File: src/rtl/chaotic_pkg.sv
// Shared types and constants for the chaotic-equation iteration sequencer.
package chaotic_pkg;

  // Sequencer states
  typedef enum logic [2:0] {
    INIT  = 3'd0,
    IDLE  = 3'd1,
    ISSUE = 3'd2,
    WAIT  = 3'd3,
    HOLD  = 3'd4
  } seq_state_e;

  // Iteration modes; the unused encoding 2'b11 behaves as single step
  localparam logic [1:0] MODE_SINGLE = 2'b00;
  localparam logic [1:0] MODE_BURST  = 2'b01;
  localparam logic [1:0] MODE_FREE   = 2'b10;

  // Burst length with zero promoted to one
  function automatic logic [31:0] eff_burst_len(input logic [31:0] len);
    return (len == 32'd0) ? 32'd1 : len;
  endfunction

endpackage

File: src/rtl/chaotic_iter_sequencer.sv
// Iteration sequencer for an external chaotic-equation engine.
// Owns the (x,y,z) state buffer, issues it to the engine, feeds each result
// back as the next input and presents non-discarded results on a
// valid/ready output. Supports single step, burst of N and free run.
//
//   state | meaning
//   INIT  | one cycle after reset: copy seed inputs into the buffer
//   IDLE  | waiting for seed_load or a start edge
//   ISSUE | waiting for the engine to be free, then strobe eng_valid
//   WAIT  | engine computing; waiting for eng_out_valid
//   HOLD  | output word valid, waiting for out_ready
module chaotic_iter_sequencer
  import chaotic_pkg::*;
#(
  parameter int DATA_WIDTH = 64,
  parameter int CNT_WIDTH  = 32
) (
  input  logic                  clk,
  input  logic                  rst_n,
  input  logic [1:0]            mode,
  input  logic                  start,
  input  logic                  stop,
  input  logic [CNT_WIDTH-1:0]  burst_len,
  input  logic [CNT_WIDTH-1:0]  discard_n,
  input  logic                  seed_load,
  input  logic [DATA_WIDTH-1:0] x_seed,
  input  logic [DATA_WIDTH-1:0] y_seed,
  input  logic [DATA_WIDTH-1:0] z_seed,
  output logic                  eng_valid,
  output logic [DATA_WIDTH-1:0] eng_xn,
  output logic [DATA_WIDTH-1:0] eng_yn,
  output logic [DATA_WIDTH-1:0] eng_zn,
  input  logic                  eng_busy,
  input  logic                  eng_out_valid,
  input  logic [DATA_WIDTH-1:0] eng_xn1,
  input  logic [DATA_WIDTH-1:0] eng_yn1,
  input  logic [DATA_WIDTH-1:0] eng_zn1,
  output logic                  out_valid,
  input  logic                  out_ready,
  output logic [DATA_WIDTH-1:0] xn1,
  output logic [DATA_WIDTH-1:0] yn1,
  output logic [DATA_WIDTH-1:0] zn1,
  output logic                  busy,
  output logic [CNT_WIDTH-1:0]  iter_cnt,
  output logic                  spurious
);

  seq_state_e            state_q;
  logic [1:0]            mode_q;
  logic                  start_q;
  logic [CNT_WIDTH-1:0]  remaining_q;
  logic [CNT_WIDTH-1:0]  iter_q;
  logic [DATA_WIDTH-1:0] buf_x_q, buf_y_q, buf_z_q;
  logic [DATA_WIDTH-1:0] out_x_q, out_y_q, out_z_q;
  logic                  eng_valid_q;
  logic                  out_valid_q;
  logic                  busy_q;
  logic                  spurious_q;

  logic                  start_edge;
  logic                  discard_hit;
  logic                  run_more;
  logic [CNT_WIDTH-1:0]  remaining_d;
  logic [CNT_WIDTH-1:0]  remaining_init;
  logic [CNT_WIDTH-1:0]  iter_d;

  // Derived control terms: start edge, discard test on the pre-increment
  // count, and whether the run continues after an output handshake.
  always_comb begin
    start_edge     = start & ~start_q;
    discard_hit    = (iter_q < discard_n);
    iter_d         = iter_q + CNT_WIDTH'(1);
    remaining_d    = remaining_q - CNT_WIDTH'(1);
    remaining_init = (burst_len == '0) ? CNT_WIDTH'(1) : burst_len;
    run_more       = 1'b0;
    case (mode_q)
      MODE_BURST: run_more = (remaining_d != '0);
      MODE_FREE:  run_more = ~stop;
      default:    run_more = 1'b0;
    endcase
  end

  // Sequencer FSM with state buffer, counters and registered outputs.
  always_ff @(posedge clk or negedge rst_n) begin
    if (!rst_n) begin
      state_q     <= INIT;
      mode_q      <= MODE_SINGLE;
      start_q     <= 1'b0;
      remaining_q <= '0;
      iter_q      <= '0;
      buf_x_q     <= '0;
      buf_y_q     <= '0;
      buf_z_q     <= '0;
      out_x_q     <= '0;
      out_y_q     <= '0;
      out_z_q     <= '0;
      eng_valid_q <= 1'b0;
      out_valid_q <= 1'b0;
      busy_q      <= 1'b0;
      spurious_q  <= 1'b0;
    end else begin
      start_q     <= start;
      eng_valid_q <= 1'b0;
      case (state_q)
        INIT: begin
          buf_x_q <= x_seed;
          buf_y_q <= y_seed;
          buf_z_q <= z_seed;
          iter_q  <= '0;
          busy_q  <= 1'b0;
          state_q <= IDLE;
        end
        IDLE: begin
          // seed_load has priority; a coincident start edge is dropped
          if (seed_load) begin
            buf_x_q    <= x_seed;
            buf_y_q    <= y_seed;
            buf_z_q    <= z_seed;
            iter_q     <= '0;
            spurious_q <= 1'b0;
          end else if (start_edge) begin
            mode_q      <= mode;
            remaining_q <= remaining_init;
            busy_q      <= 1'b1;
            state_q     <= ISSUE;
          end
        end
        ISSUE: begin
          if (!eng_busy) begin
            eng_valid_q <= 1'b1;
            state_q     <= WAIT;
          end
        end
        WAIT: begin
          if (eng_out_valid) begin
            buf_x_q <= eng_xn1;
            buf_y_q <= eng_yn1;
            buf_z_q <= eng_zn1;
            iter_q  <= iter_d;
            if (discard_hit) begin
              // warm-up result: loop again unless free run was stopped
              if (mode_q == MODE_FREE && stop) begin
                busy_q  <= 1'b0;
                state_q <= IDLE;
              end else begin
                state_q <= ISSUE;
              end
            end else begin
              out_x_q     <= eng_xn1;
              out_y_q     <= eng_yn1;
              out_z_q     <= eng_zn1;
              out_valid_q <= 1'b1;
              state_q     <= HOLD;
            end
          end
        end
        HOLD: begin
          if (out_ready) begin
            out_valid_q <= 1'b0;
            if (mode_q == MODE_BURST) begin
              remaining_q <= remaining_d;
            end
            if (run_more) begin
              // issue straight from the handshake when the engine is free,
              // so the next eng_valid follows the handshake by one cycle
              if (!eng_busy) begin
                eng_valid_q <= 1'b1;
                state_q     <= WAIT;
              end else begin
                state_q <= ISSUE;
              end
            end else begin
              busy_q  <= 1'b0;
              state_q <= IDLE;
            end
          end
        end
        default: begin
          busy_q  <= 1'b0;
          state_q <= IDLE;
        end
      endcase
      // a result strobe outside WAIT is never consumed; flag it (this
      // takes precedence over a same-cycle clear by seed_load)
      if (eng_out_valid && state_q != WAIT) begin
        spurious_q <= 1'b1;
      end
    end
  end

  assign eng_valid = eng_valid_q;
  assign eng_xn    = buf_x_q;
  assign eng_yn    = buf_y_q;
  assign eng_zn    = buf_z_q;
  assign out_valid = out_valid_q;
  assign xn1       = out_x_q;
  assign yn1       = out_y_q;
  assign zn1       = out_z_q;
  assign busy      = busy_q;
  assign iter_cnt  = iter_q;
  assign spurious  = spurious_q;

endmodule
File: config.mk
export PLATFORM = sky130hd
export DESIGN_NAME = chaotic_iter_sequencer
export DESIGN_NICKNAME = d
export VERILOG_FILES = /design/src/rtl/chaotic_pkg.sv /design/src/rtl/chaotic_iter_sequencer.sv
export SDC_FILE = /design/constraint.sdc
export NUM_CORES = 1
export LEC_CHECK = 0
export ABC_CLOCK_PERIOD_IN_PS = 4500
export CELL_PAD_IN_SITES_DETAIL_PLACEMENT = 2
export CELL_PAD_IN_SITES_GLOBAL_PLACEMENT = 2
export CORE_AREA = 2 2 343 345
export DETAILED_ROUTE_END_ITERATION = 6
export DIE_AREA = 0 0 345 347
export PLACE_DENSITY_LB_ADDON = 0.2
export REMOVE_ABC_BUFFERS = 1
export SYNTH_ARGS = -nofsm -noshare
export SYNTH_HDL_FRONTEND = slang
export SYNTH_SLANG_ARGS = --single-unit
File: constraint.sdc
create_clock -name clk -period 4.5 [get_ports clk]
set_clock_uncertainty 0.1 [all_clocks]
set_input_delay 0.45 -clock clk [delete_from_list [all_inputs] [get_ports clk]]
set_output_delay 0.45 -clock clk [all_outputs]
set_load 0.02 [all_outputs]
-- After elaboration in Yosys (flattened, before gate mapping)
Index checks and enable logic that the tools add are counted.
- register bits after elaboration: 458
- bits of input ports: 458
- output and inout port bits: 420
- word-level logic and storage cells: 108
- add/subtract/negate cells: 2
- order comparisons: 1
- equality and inequality tests: 18
- muxes and demuxes: 48
- bitwise operators: 6
- reduce and logical (&&, ||, !) cells: 18
- operator list (kind ; number):
    64-bit one-hot mux with 3 select lines ; 3
    64-bit 2-to-1 mux ; 6
    32-bit 2-to-1 mux ; 7
    32-bit one-hot mux with 3 select lines ; 1
    32-bit one-hot mux with 2 select lines ; 1
    32-bit by 1-bit adder with 32-bit output (second input constant) ; 1
    32-bit zero test ; 1
    32-bit less-than comparator ; 1
    32-bit nonzero test ; 1
    32-bit by 1-bit subtractor with 32-bit output (second input constant) ; 1
    2-bit inequality test (second input constant) ; 11
    3-bit 2-to-1 mux ; 7
    1-bit 2-to-1 mux ; 17
    3-bit one-hot mux with 4 select lines ; 1
    5-bit AND reduction ; 2
    3-bit AND reduction ; 3
    8-bit AND reduction ; 1
    2-bit nonzero test ; 4
    3-bit by 2-bit equality test with 1-bit output (second input constant) ; 2
    1-bit one-hot mux with 2 select lines ; 3
    1-bit inverter ; 5
    1-bit one-hot mux with 4 select lines ; 1
    4-bit AND reduction ; 1
    3-bit by 1-bit equality test with 1-bit output (second input constant) ; 1
    other kinds (10) ; 11

-- Longest topological paths before layout
- depth after elaboration: 6
- gate-level depth with buffers: 11

-- Worst setup path before layout
No wires, ideal clock.
- path type: register -> register
- start point: register remaining_q[0]
- end point: register busy_q (netlist: busy)
- library setup time: 0.141 ns
- data arrival time: 3.005 ns
- data required time: 4.259 ns
- slack: 1.254 ns
- cell stages (with the launch flop): 12
- path buffers: 2
- period minus slack after synthesis: 3.246 ns
- cell sequence: dfrtp_1 > inv_1 > ha_1 > or4b_1 > or3_1 > clkbuf_1 > or4_4 > buf_6 > nor3_4 > xnor2_1 > nor4_4 > o221ai_1
- cells in the longest elaborated chain, start to end: 5
- ends and longest elaborated chain (item ; line ; RTL):
    start, declared ; chaotic_iter_sequencer.sv:51 ; logic [CNT_WIDTH-1:0] remaining_q;
    start signal, assigned ; chaotic_iter_sequencer.sv:123 ; remaining_q <= remaining_init;
    start signal, assigned ; chaotic_iter_sequencer.sv:161 ; remaining_q <= remaining_d;
    32-bit by 1-bit subtractor with 32-bit output ; chaotic_iter_sequencer.sv:73 ; remaining_d = remaining_q - CNT_WIDTH'(1);
    32-bit nonzero test ; chaotic_iter_sequencer.sv:77 ; MODE_BURST: run_more = (remaining_d != '0);
    1-bit one-hot mux with 2 select lines ; chaotic_iter_sequencer.sv:76 ; case (mode_q)
    2-bit inequality test (no line) ; -- ;
    8-bit AND reduction (no line) ; -- ;
    end signal, assigned ; chaotic_iter_sequencer.sv:99 ; busy_q <= 1'b0;
    end signal, assigned ; chaotic_iter_sequencer.sv:110 ; busy_q <= 1'b0;
    end signal, assigned ; chaotic_iter_sequencer.sv:124 ; busy_q <= 1'b1;
    end, declared ; chaotic_iter_sequencer.sv:57 ; logic busy_q;
No other way between the ends.
A chain may end at the register's enable or synchronous reset.

-- Final worst setup path
Same ends and word-level chain as after synthesis.

==> impl_metrics.prom <==
# TYPE chip_impl_metric gauge
chip_impl_info{name="outcome",value="complete, no violations"} 1
chip_impl_metric{name="count_of_buffers_from_port_buffering",unit=""} 877
chip_impl_metric{name="via_count_of_the_first_global_routing_pass",unit=""} 22400
chip_impl_info{name="worstSetupPathType",value="reg2reg"} 1
chip_impl_metric{name="post_synth.cell_area_avg",unit="um2"} 10.3
chip_impl_metric{name="finish.cell_count_without_fillers",unit=""} 4399
chip_impl_metric{name="grt_antenna_before_repair",unit=""} 47
chip_impl_metric{name="drv.max_cap_violation_count",unit=""} 0
chip_impl_metric{name="relSlewSlack",unit="%"} 32.1
chip_impl_metric{name="finalWirelength",unit="um"} 117000
chip_impl_metric{name="initial_core_utilization",unit="%"} 17.5
chip_impl_metric{name="timing.critical_path.fanout_max",unit=""} 7
chip_impl_metric{name="coreArea",unit="um2"} 116000
chip_impl_info{name="min_delay_path_class",value="in2reg"} 1
chip_impl_metric{name="die_x",unit="um"} 345
chip_impl_metric{name="worstMarginPinSlew",unit="ns"} 1.02
chip_impl_metric{name="route.detailed.vias_per_inst",unit=""} 4.45
chip_impl_metric{name="vias",unit=""} 19600
chip_impl_metric{name="synth-edff-count",unit=""} 0
chip_impl_info{name="layout.cells.most_common",value="clkdlybuf4s50_1"} 1
chip_impl_metric{name="place.detailed.hpwl",unit="um"} 90000
chip_impl_metric{name="power_density",unit="nW/um2"} 573
chip_impl_metric{name="die_area",unit="um2"} 120000
chip_impl_metric{name="global_route.usage.total",unit="%"} 19.2
chip_impl_metric{name="drive_above_1_share",unit="%"} 12.2
chip_impl_metric{name="period_share",unit="%"} 79.0
chip_impl_metric{name="io-pin-count",unit=""} 878
chip_impl_metric{name="global_route.overflow_total",unit=""} 0
chip_impl_metric{name="postSynthCellCount",unit=""} 1958
chip_impl_info{name="ys_dominant_reg_cell",value="dfrtp_1"} 1
chip_impl_info{name="hold_start",value="start"} 1
chip_impl_info{name="grt_setup_unrepaired",value="false"} 1
chip_impl_metric{name="worst-endpoint-arrival",unit="ns"} 3.95
chip_impl_metric{name="syn-cell-area",unit="um2"} 20200
chip_impl_metric{name="achievable-frequency",unit="MHz"} 281
chip_impl_info{name="beginning_of_the_worst_register_to_register_path",value="remaining_q[0]$_DFFE_PN0P_"} 1
chip_impl_metric{name="timing.setup.tns",unit="ns"} 0
chip_impl_metric{name="worstPathRequired",unit="ns"} 4.89
chip_impl_metric{name="areaGrowthSynthToFinish",unit="%"} 62.9
chip_impl_metric{name="timing.critical_path.slowest_cell_delay",unit="ns"} 0.59
chip_impl_metric{name="clk_pin_slew_worst_paths",unit="ns"} 0.06
chip_impl_info{name="crit_path_top_delay_cell",value="or4b_1"} 1
chip_impl_info{name="mostFrequentLayoutCells",value="876 x clkdlybuf4s50_1, 458 x dfrtp_1, 403 x nor2_1, 192 x mux2_2, 160 x o22ai_1"} 1
chip_impl_metric{name="initialDrtViolationCount",unit=""} 603
chip_impl_metric{name="post_cts.repair.setup_buffers",unit=""} 0
chip_impl_metric{name="finalMaxSlewViolations",unit=""} 0
chip_impl_metric{name="hold_violations",unit=""} 0
chip_impl_metric{name="seq_area_frac_synth",unit="%"} 56.6
chip_impl_metric{name="htree_levels",unit=""} 2
chip_impl_metric{name="cts_made_buffers",unit=""} 60
chip_impl_metric{name="setup-violations-final",unit=""} 0
chip_impl_metric{name="finalCoreUtilization",unit="%"} 28.5
chip_impl_metric{name="grt_max_degree",unit=""} 136
chip_impl_info{name="worstSetupStartpoint",value="remaining_q[0]$_DFFE_PN0P_"} 1
chip_impl_info{name="path_cells",value="inv_1, ha_1, or4b_1, or3_1, or4_4, nor3_4, xnor2_1, nor4_4, o221ai_1"} 1
chip_impl_metric{name="synth.ff_latch_count",unit=""} 458
chip_impl_metric{name="num-nets-final",unit=""} 3303
chip_impl_metric{name="cts_num_sinks",unit=""} 458
chip_impl_metric{name="drc_errors",unit=""} 0
chip_impl_info{name="timing.critical_path.to_type",value="flop"} 1
chip_impl_metric{name="detail-route-antenna-nets",unit=""} 0
chip_impl_metric{name="leakagePower",unit="uW"} 0.0137
chip_impl_metric{name="cts-root-to-sink-buffers",unit=""} 3
chip_impl_info{name="worstSetupStartpointType",value="flop"} 1
chip_impl_info{name="clock-root-buffer",value="clkbuf_16"} 1
chip_impl_info{name="tritoncts",value="built"} 1
chip_impl_metric{name="insertion_delay",unit="ns"} 0.64
chip_impl_metric{name="synth_cell_type_count",unit=""} 57
chip_impl_metric{name="drtPass1Iterations",unit=""} 4
chip_impl_metric{name="yosys_warnings",unit=""} 0
chip_impl_metric{name="detail_route.wl_per_cell",unit="um"} 26.6
chip_impl_metric{name="ir_drop",unit="mV"} 0.449
chip_impl_metric{name="asyncSetResetFlopFracSynth",unit="%"} 100
chip_impl_metric{name="first_pass_grt_wire_length",unit="um"} 170000
chip_impl_metric{name="globalplace.congestion",unit=""} 0.841
chip_impl_metric{name="rows",unit=""} 125
chip_impl_metric{name="timing.final.crit_period",unit="ns"} 3.55
chip_impl_metric{name="cts_resizes",unit=""} 0
chip_impl_metric{name="die-height",unit="um"} 347
chip_impl_metric{name="placed_cells",unit=""} 4270
## flip-flops by register name, indices dropped and copies added (netlist names), 2 cells and up
register,count
mode_q,2
eng_zn,64
zn1,64
yn1,64
eng_xn,64
iter_cnt,32
state_q,3
remaining_q,32
eng_yn,64
xn1,64
## area by class of cell
| type | count | area (um2) |
|---|---|---|
| diodes | 16 | 40.0 |
| clock buffers | 87 | 1750 |
| clock inverters | 25 | 282 |
| fillers | 12700 | 82800 |
| inverters | 46 | 173 |
| multi-input cells | 1330 | 8170 |
| flip-flops and latches | 458 | 11500 |
| well taps | 1524 | 1910 |
| repair buffers | 913 | 9180 |
## synthesized netlist by cell type, types with 3 or more instances
| library cell | instances | area share (%) |
|---|---|---|
| and2_1 | 3 | 0.093 |
| inv_1 | 46 | 0.85 |
| o32ai_1 | 4 | 0.17 |
| clkbuf_1 | 117 | 2.2 |
| nor3b_1 | 4 | 0.15 |
| or2_2 | 8 | 0.25 |
| o21ai_0 | 75 | 1.9 |
| buf_2 | 3 | 0.074 |
| nor4_1 | 17 | 0.53 |
| dfrtp_1 | 458 | 57 |
| a22oi_1 | 9 | 0.33 |
| ha_1 | 36 | 2.2 |
| nor2b_1 | 5 | 0.15 |
| nand4_1 | 15 | 0.46 |
| nand2b_1 | 7 | 0.22 |
| or3_1 | 12 | 0.37 |
| mux2_2 | 192 | 11 |
| o21a_1 | 5 | 0.19 |
| a211oi_1 | 4 | 0.15 |
| o22ai_1 | 160 | 4.9 |
| or4_1 | 4 | 0.15 |
| and3_1 | 13 | 0.40 |
| a21oi_1 | 63 | 1.6 |
| or4_4 | 4 | 0.22 |
| xnor2_1 | 6 | 0.26 |
| nand2_1 | 147 | 2.7 |
| xor2_1 | 17 | 0.74 |
| nor2_1 | 405 | 7.5 |
| a31oi_1 | 45 | 1.4 |
| nand3_1 | 18 | 0.45 |
| nor3_1 | 20 | 0.49 |
## critical path, delay by kind of cell (launching register included)
kind	cells	cell delay, ns
AND/OR/NAND/NOR	5	2.19
XOR/XNOR	1	0.14
AO/OA/AOI/OAI	1	0.17
buffers and inverters	1	0.09
flip-flops	1	0.44
adder cells (fa/ha/maj)	1	0.27
## power by group
group          internal [uW]  switching (uW)
combinational           3040            4820
clock                   2930            2090
sequential              5200             818
total                  11200            7730
## stage by stage
stage                     power [uW]  area [um2]  hold slack, ns  setup WS (ns)
after floorplan                 8980       19800          0.0544         -19.34
after global placement         13800       30900           0.383          0.825
after detailed placement       14000       30900           0.396          0.757
after CTS                      19300       32900           0.131          0.854
after global routing           20100       33000           0.160          0.727
final                          18900       33000           0.190          0.946
## kinds of logic (layout without fill, tap and decap cells)
group | count (synthesis) | after routing | synth area share, %
simple gates | 693 | 693 | 14.7
flops | 458 | 458 | 56.6
compound gates | 385 | 385 | 11.4
mux | 193 | 193 | 10.7
buf+inv | 170 | 1071 | 3.25
fa+ha+maj | 36 | 36 | 2.23
xor+xnor | 23 | 23 | 0.995
other cells | 0 | 16 | 0
## final timing paths
kind	to	slack (ns)	cells past startpoint
min in group asynchronous	iter_cnt[15]$_DFFE_PN0P_	0.35	2
setup reg to reg	busy$_DFFE_PN0P_	0.95	9
hold / removal	start_q$_DFF_PN0_	0.19	1
hold reg to reg	yn1[1]$_DFFE_PN0P_	0.41	1
setup / recovery	busy$_DFFE_PN0P_	0.95	9
max in group asynchronous	yn1[50]$_DFFE_PN0P_	2.81	3
## metal layers
metal	vias up	GRT usage (%)	wire length, um
met1	10200	20.7	43600
met3	170	6.90	8960
met2	607	35.1	61400
met4	36	5.22	2990
li1	8600	-	-
met5	-	0	232
## timing repair
item | 4_1_cts | 5_1_grt
endpoints found under the setup margin | 0 | 0
hold buffers | 1 | 0
endpoints found under the hold margin | 76 | 0
Note: power is estimated with default switching activity, not from simulation.
